File: src/rtl/pwm_multi_led_if.sv
// Duty-write bus between the register/control logic and the PWM block.
// duty_wr is a one-cycle strobe with no ready: every write is taken in the cycle it is seen.
interface pwm_multi_led_if #(
  parameter int WIDTH     = 8,
  parameter int SEL_WIDTH = 2
) ();
  logic                 duty_wr;
  logic [SEL_WIDTH-1:0] duty_sel;
  logic [WIDTH-1:0]     duty_data;

  modport master (output duty_wr, output duty_sel, output duty_data);
  modport slave  (input  duty_wr, input  duty_sel, input  duty_data);
endinterface

File: src/rtl/pwm_multi_led.sv
// Multi-channel PWM with shared prescaled period counter, edge/center alignment
// and double-buffered duty registers that load only at a period boundary.
module pwm_multi_led #(
  parameter int CHANNELS       = 4,
  parameter int WIDTH          = 8,
  parameter int PRESCALE_WIDTH = 8,
  parameter int SEL_WIDTH      = 2
) (
  input  logic                      clock,
  input  logic                      reset,
  input  logic                      enable,
  input  logic [PRESCALE_WIDTH-1:0] prescale,
  input  logic                      center_mode,
  pwm_multi_led_if.slave            duty_bus,
  output logic [CHANNELS-1:0]       pwm_out,
  output logic                      period_start
);

  localparam logic [WIDTH-1:0]          CNT_MAX = '1;
  localparam logic [WIDTH-1:0]          CNT_ONE = WIDTH'(1);
  localparam logic [PRESCALE_WIDTH-1:0] PRE_ONE = PRESCALE_WIDTH'(1);

  logic [PRESCALE_WIDTH-1:0] pre_cnt;
  logic [WIDTH-1:0]          cnt;
  logic [WIDTH-1:0]          cnt_next;
  logic                      dir;
  logic                      dir_next;
  logic                      mode;
  logic                      tick;
  logic                      boundary;
  logic [WIDTH-1:0]          shadow      [CHANNELS];
  logic [WIDTH-1:0]          shadow_next [CHANNELS];
  logic [WIDTH-1:0]          active      [CHANNELS];

  // >= rather than == so a prescale shrunk below pre_cnt ticks at once
  always_comb begin
    tick = enable && (pre_cnt >= prescale);
  end

  always_comb begin
    cnt_next = cnt;
    dir_next = dir;
    if (!mode) begin
      cnt_next = cnt + CNT_ONE;
    end else if (!dir) begin
      if (cnt == CNT_MAX) begin
        cnt_next = CNT_MAX - CNT_ONE;
        dir_next = 1'b1;
      end else begin
        cnt_next = cnt + CNT_ONE;
      end
    end else begin
      cnt_next = cnt - CNT_ONE;
    end
    boundary = tick && (cnt_next == '0);
  end

  // Out-of-range selects match no channel and are dropped
  always_comb begin
    for (int i = 0; i < CHANNELS; i++) begin
      shadow_next[i] = shadow[i];
      if (duty_bus.duty_wr && (int'(duty_bus.duty_sel) == i)) begin
        shadow_next[i] = duty_bus.duty_data;
      end
    end
  end

  always_ff @(posedge clock) begin
    if (reset) begin
      pre_cnt      <= '0;
      cnt          <= '0;
      dir          <= 1'b0;
      mode         <= 1'b0;
      pwm_out      <= '0;
      period_start <= 1'b0;
      for (int i = 0; i < CHANNELS; i++) begin
        shadow[i] <= '0;
        active[i] <= '0;
      end
    end else begin
      for (int i = 0; i < CHANNELS; i++) begin
        shadow[i] <= shadow_next[i];
      end
      period_start <= boundary;
      if (!enable) begin
        pre_cnt <= '0;
        cnt     <= '0;
        dir     <= 1'b0;
        pwm_out <= '0;
        for (int i = 0; i < CHANNELS; i++) begin
          active[i] <= shadow_next[i];
        end
      end else begin
        pre_cnt <= tick ? '0 : pre_cnt + PRE_ONE;
        if (tick) begin
          cnt <= cnt_next;
          dir <= boundary ? 1'b0 : dir_next;
        end
        // shadow_next gives the same-cycle write bypass into active
        if (boundary) begin
          mode <= center_mode;
          for (int i = 0; i < CHANNELS; i++) begin
            active[i] <= shadow_next[i];
          end
        end
        for (int i = 0; i < CHANNELS; i++) begin
          pwm_out[i] <= (cnt < active[i]);
        end
      end
    end
  end

endmodule

File: src/flat_wrapper.sv
// flat-port wrapper written by rule: the top's interface ports become plain ports
module pwm_multi_led_flat 
#(
  parameter int CHANNELS       = 4,
  parameter int WIDTH          = 8,
  parameter int PRESCALE_WIDTH = 8,
  parameter int SEL_WIDTH      = 2
)
  (clock, reset, enable, prescale, center_mode, pwm_out, period_start, duty_bus_duty_wr, duty_bus_duty_sel, duty_bus_duty_data);
  pwm_multi_led_if #(.WIDTH(WIDTH), .SEL_WIDTH(SEL_WIDTH)) duty_bus_i ();
  input  logic clock;
  input  logic reset;
  input  logic enable;
  input  logic [PRESCALE_WIDTH-1:0] prescale;
  input  logic center_mode;
  output logic [CHANNELS-1:0] pwm_out;
  output logic period_start;
  input wire logic [$bits(duty_bus_i.duty_wr)-1:0] duty_bus_duty_wr;
  input wire logic [$bits(duty_bus_i.duty_sel)-1:0] duty_bus_duty_sel;
  input wire logic [$bits(duty_bus_i.duty_data)-1:0] duty_bus_duty_data;
  assign duty_bus_i.duty_wr = duty_bus_duty_wr;
  assign duty_bus_i.duty_sel = duty_bus_duty_sel;
  assign duty_bus_i.duty_data = duty_bus_duty_data;
  pwm_multi_led #(.CHANNELS(CHANNELS), .WIDTH(WIDTH), .PRESCALE_WIDTH(PRESCALE_WIDTH), .SEL_WIDTH(SEL_WIDTH)) u_core (.clock(clock), .reset(reset), .enable(enable), .prescale(prescale), .center_mode(center_mode), .duty_bus(duty_bus_i), .pwm_out(pwm_out), .period_start(period_start));
endmodule
File: config.mk
export PLATFORM = sky130hd
export DESIGN_NAME = pwm_multi_led_flat
export DESIGN_NICKNAME = d
export VERILOG_FILES = /design/src/rtl/pwm_multi_led_if.sv /design/src/rtl/pwm_multi_led.sv /design/src/flat_wrapper.sv
export SDC_FILE = /design/constraint.sdc
export NUM_CORES = 1
export LEC_CHECK = 0
export ABC_AREA = 1
export ABC_CLOCK_PERIOD_IN_PS = 3200
export BUFFER_PORTS_ARGS = -buffer_cell sky130_fd_sc_hd__buf_4
export CORE_ASPECT_RATIO = 0.5
export CORE_MARGIN = 4
export CORE_UTILIZATION = 40
export CTS_BUF_LIST = sky130_fd_sc_hd__clkbuf_4
export CTS_CLUSTER_SIZE = 12
export DETAILED_ROUTE_END_ITERATION = 7
export PLACE_DENSITY = 0.68
export SETUP_SLACK_MARGIN = 0.15
export SYNTH_ARGS = -nofsm -noshare
export SYNTH_HDL_FRONTEND = slang
export SYNTH_SLANG_ARGS = --single-unit
File: constraint.sdc
create_clock -name clock -period 3.2 [get_ports clock]
set_input_delay 0.64 -clock clock [delete_from_list [all_inputs] [get_ports clock]]
set_output_delay 0.64 -clock clock [all_outputs]
set_load 0.03 [all_outputs]
# After elaboration in Yosys (flattened, before gate mapping)
# Memory sizes are Yosys's and may differ from the RTL's.
# Cells that the tools add are included.
# totals
output_inout_bits,5
regBits,23
n_memories,2
ram_bits,64
wordCells,79
in_bits,23
# classes
n_lt_le_gt_ge,5
reduce_logical,13
addsub,3
n_eq_ne,4
n_bitwise,13
n_mux,33
# memory_table
name,depth,width,rd,rd_ports_with_merged_regs,write_ports,line,source
u_core.active,4,8,4,0,4,pwm_multi_led.sv:33,logic [WIDTH-1:0] active [CHANNELS];
u_core.shadow,4,8,4,0,4,pwm_multi_led.sv:31,logic [WIDTH-1:0] shadow [CHANNELS];
# ops
op,count
$mux W8,19
$lt A8 B8 Y1,4
$add A8 B1 Y8 const B,2
$mux W1,14
$or A1 B1 Y1,12
$eq A8 B8 Y1 const B,1
$ge A8 B8 Y1,1
$logic_not A8 Y1,1
$sub A8 B1 Y8 const B,1
$logic_and A1 B1 Y1,6
$eq A2 B2 Y1 const B,2
$reduce_and A2 Y1,2
$reduce_or A3 Y1,1
$eq A2 B1 Y1 const B,1
$logic_not A2 Y1,1
$reduce_bool A2 Y1,1
$reduce_or A2 Y1,1
$not A1 Y1,1

# Logic depth before layout (Yosys ltp)
# logic_depth
ltp_word,11
depth_mapped,15
ltp_nobuf,15

# Worst setup path before layout
# Ideal clock, no wire load.
# synth_timing
path_type,input port to flip-flop
from,input port prescale[7]
to,memory u_core.active[0][0] (enable)
setup_slack_ns,0.576
arrival_ns,2.252
path_stages,10
setup_ns,0.372
required_time_ns,2.828
n_path_buf,0
path_cell_list,inv_1 ha_1 nand2_1 nor2_1 nand4_1 nand3_1 nand2_1 clkinv_1 nand4_4 nand2_1
# synth_rtl
element,line,source
from (decl),flat_wrapper.sv:14,input logic [PRESCALE_WIDTH-1:0] prescale;
to (decl),pwm_multi_led.sv:33,

==> results.md <==
- Buffers added to address setup during post-CTS repair amount to 0.
- The final weighted congestion in routability-driven placement is 0.8840.
- The post-detailed-placement half-perimeter wirelength is 6977 um.
- The final hold violation count came to 0.
- Yosys attributes the largest share of cell area to sky130_fd_sc_hd__dfxtp_1 (24%), sky130_fd_sc_hd__edfxtp_1 (21%), sky130_fd_sc_hd__ha_1 (11%).
- The number of instances on the worst hold path is 4.
- The clock net in this run drives a total of 87 sinks.
- Measured along the y axis, the die boundary spans 83.79 um.
- The total of flip-flops plus latches after synthesis is 87.
- After synthesis, the share of flip-flops with an asynchronous set or reset is 0%.
- The total iterations of the first detailed-routing run is 4.
- In this design, the largest share of critical-path delay is due to buffers and inverters.
- The largest voltage drop on the vdd net is 0.1617 mV.
- The dominant cell type by count on the critical path is sky130_fd_sc_hd__inv_1.
- For this run the aggregate overflow at the end of global routing stands at 0.
- The logic depth of the worst path, buffers included is 15.
- The detailed-route wire length is 9320 um.
- After synthesis, the largest area contributor takes up 23.97% of total cell area.
- The final count of pins violating max slew came to 0.
- The combined global-route utilization of all metal layers is 14.66%.
- The synthesized netlist net count is 635.
- In this run the most critical hold path is launched from reset.
- The worst setup path startpoint is u_core.cnt[0].
- Adding up every negative setup slack in the final design gives 0 ns.
- The number of cells on the worst reg-to-reg path is 15.
- Setup repair after global routing left no endpoint under its margin.
- The count of maximum capacitance violations is 0.
- The first-pass GRT wire length is 16170 um.
- The signal on the critical path passes through inv_2, ha_1, inv_1, nor2_2, inv_1, o21ai_0, nand2_1, nand2_1, inv_1, a21oi_2, nand4_4, a21oi_2, inv_2, buf_4, nor2_1.
- The tightest slew margin relative to the limit is 62.22%.
- The average detailed-routed wire length per instance is 12.31 um.
- On the worst path, the slowest cell contributes a delay of 0.39 ns.
- The library cells used most frequently in the layout, excluding fill and tap cells, are sky130_fd_sc_hd__inv_1 (102), sky130_fd_sc_hd__nand2_1 (97), sky130_fd_sc_hd__nor2_1 (63).
- Dividing the synthesized area by the synthesized cell count gives 8.018 um^2.
- For this design the static power due to leakage is 2.304 nW.
- TritonCTS built the clock tree.
- The library cell used most frequently in the layout, excluding fill and tap cells, is sky130_fd_sc_hd__inv_1.
- The critical path's slowest cell is sky130_fd_sc_hd__dfxtp_1.
- The top cell type by total area after synthesis is sky130_fd_sc_hd__dfxtp_1.
- The critical path capture point type is a flip-flop.
- The initialized floorplan defines 27 standard-cell rows.
- The sequential area share after synthesis is 44.88%.
- After clock tree synthesis, the flow added hold-fix buffers numbering 0.
- The maximum achievable frequency is 409.2 MHz.
- The count of flip-flops with a built-in enable after synthesis is 32.
- In the finished design, the share of the clock period the worst path needs comes to 76.36%.
- The critical path is of the reg2reg type.
- The start of the worst register-to-register path is u_core.cnt[0].
- The clock buffer count from CTS is 9.
- The clock period minus worst slack is 2.444 ns.
- The minimum hold slack is 0.4541 ns.
- For the worst setup path, the data arrival time is 2.75 ns.
- The number of distinct library cell variants in the gate-level netlist after synthesis is 35.
- Counting both buffers and inverters, the worst setup path holds a total of 6.
- The number of diodes is 0.
- The cell area after synthesis is 4594 um^2.
- During I/O placement, the number of pins put on the boundary was 28.
- For this run, the number of Yosys warnings is 0.
- The clock skew after layout is 0.02135 ns.
- The total setup violations reported at the end of the flow is 0.
- The slew at the pin closest to its max-slew limit is 0.5652 ns.
- The die outline area is 13370 um^2.
- In the synthesized netlist the dominant register cell turns out to be sky130_fd_sc_hd__dfxtp_1.
- The overall power after layout is 1.960 mW.
- The via count normalized by instance count is 4.734.
- The run finished with clean final reports.
- For this block, the via count after detailed routing is 3584.
- The first routing iteration left 255 violations.
- The starting density of the core is 41.34%.
- The detail route stage leaves a number of antenna-violating nets equal to 0.
- The via count of the first global-routing pass is 3444.
- The number of gates resized after cts is 0.
- The number of antenna violations at the first check in global routing is 0.
- The area inside the core boundary is 11110 um^2.
- The post-synthesis instance total is 573.
- The longest clock path from root to sink contains 2 buffers.
- The number of port buffers is 27.
- Dividing total power by cell area gives a power density of 384.4 nW/um^2.
- In the final layout, the share of cells above drive strength 1 is 14.05%.
- Along the worst path, the maximum fanout reaches 24.
- The number of nets in the finished design is 669.
- The element type at the critical path start is a flip-flop.
- The class of the tightest hold or removal check is in2reg.
- The horizontal extent of the die is 159.6 um.
- The area overhead of the layout relative to synthesis is 10.97%.
- Entering global routing, the biggest net connects 43 pins.
- Clock tree synthesis selected as its root buffer the cell sky130_fd_sc_hd__clkbuf_4.
- For the worst setup path, the data required time is 3.51 ns.
- The clock edge transition at the registers on the reported setup and hold paths is 0.15 ns.
- The clock latency on the worst-skew pair is 0.44 ns.
- After detailed routing, the number of remaining DRC violations is 0.
- The H-tree depth is 3.
[registers in the layout, summed over array words and instances, names as in the netlist]
register             count
u_core.period_start      1
u_core.cnt               8
u_core.dir               1
u_core.mode              1
u_core.shadow           32
u_core.pwm_out           4
u_core.active           32
u_core.pre_cnt           8
[stage by stage]
stage	instance area, um^2	setup slack, ns	instances	utilization, %
after floorplan	4594	0.5761	573	-
after global routing	5099	0.4670	757	45.87
after global placement	4980	0.5484	741	44.80
after detailed placement	4980	0.4820	741	44.80
after CTS	5099	0.7388	757	45.87
final	5099	0.7565	757	45.87
[cells by family (layout without fill, tap and decap cells)]
family                     Yosys count  in the layout  share of synthesized area, %
DFF                                 87             87                         44.88
xor gates and xnor gates             4              4                        0.7627
AOI/OAI and AO/OA                   93             93                         11.19
buffers and inverters              119            158                         10.10
and+or+nand+nor                    231            231                         22.44
adders and majority gates           39             39                         10.62
[report_power, final]
part,internal (mW),total [mW],leakage [nW],switching (mW)
clock,0.170,0.571,0.0699,0.402
sequential,1.19,1.20,0.802,0.0120
combinational,0.0705,0.191,1.43,0.120
total,1.43,1.96,2.30,0.534
[cell usage after synthesis (2+ instances only)]
cell type / instances
sky130_fd_sc_hd__nand2_2: 2
sky130_fd_sc_hd__a21oi_2: 2
sky130_fd_sc_hd__a211oi_1: 2
sky130_fd_sc_hd__buf_2: 2
sky130_fd_sc_hd__buf_6: 2
sky130_fd_sc_hd__nor2_2: 24
sky130_fd_sc_hd__nand3_1: 17
sky130_fd_sc_hd__nand2_1: 97
sky130_fd_sc_hd__a21boi_0: 4
sky130_fd_sc_hd__o211ai_1: 4
sky130_fd_sc_hd__o21ai_0: 39
sky130_fd_sc_hd__edfxtp_1: 32
sky130_fd_sc_hd__inv_2: 3
sky130_fd_sc_hd__dfxtp_1: 55
sky130_fd_sc_hd__nor3_1: 12
sky130_fd_sc_hd__xor2_1: 3
sky130_fd_sc_hd__o21bai_1: 2
sky130_fd_sc_hd__inv_1: 102
sky130_fd_sc_hd__o21a_1: 2
sky130_fd_sc_hd__nand4_1: 9
sky130_fd_sc_hd__ha_1: 39
sky130_fd_sc_hd__a21oi_1: 35
sky130_fd_sc_hd__nor2_1: 63
sky130_fd_sc_hd__nor3b_1: 2
sky130_fd_sc_hd__clkbuf_1: 9
[worst reg2reg max path: stages, from the launching register on]
cell	delay, ns
sky130_fd_sc_hd__dfxtp_1	0.39
sky130_fd_sc_hd__inv_2	0.21
sky130_fd_sc_hd__ha_1	0.18
sky130_fd_sc_hd__inv_1	0.05
sky130_fd_sc_hd__nor2_2	0.15
sky130_fd_sc_hd__inv_1	0.07
sky130_fd_sc_hd__o21ai_0	0.14
sky130_fd_sc_hd__nand2_1	0.06
sky130_fd_sc_hd__nand2_1	0.09
sky130_fd_sc_hd__inv_1	0.05
sky130_fd_sc_hd__a21oi_2	0.14
sky130_fd_sc_hd__nand4_4	0.17
sky130_fd_sc_hd__a21oi_2	0.18
sky130_fd_sc_hd__inv_2	0.03
sky130_fd_sc_hd__buf_4	0.23
sky130_fd_sc_hd__nor2_1	0.16
[per-layer routing]
layer | share of wire, % | vias up | routed length (um) | track usage (%)
met5 | 0 | - | 0 | 0
met1 | 49 | 1585 | 4586 | 19.37
met3 | 3.9 | 19 | 359 | 3.404
met2 | 44 | 64 | 4146 | 23.25
met4 | 2.4 | 0 | 227 | 5.984
li1 | - | 1916 | - | -
[cell type report]
cell class / instances / area, um^2
fill: 1053 / 6016
multi-input combinational: 367 / 2068
sequential: 87 / 2062
inverter: 106 / 397.9
timing repair buffer: 36 / 270.3
tap: 145 / 181.4
clock buffer: 9 / 67.56
clock inverter: 7 / 51.30
[path summary, 6_finish.rpt]
path | slack [ns] | end
setup / recovery | 0.76 | u_core.active[1][1]
setup reg to reg | 0.76 | u_core.active[1][1]
hold reg to reg | 0.50 | u_core.pre_cnt[0]
hold / removal | 0.45 | u_core.mode
Power figures use the tool's default switching activity.
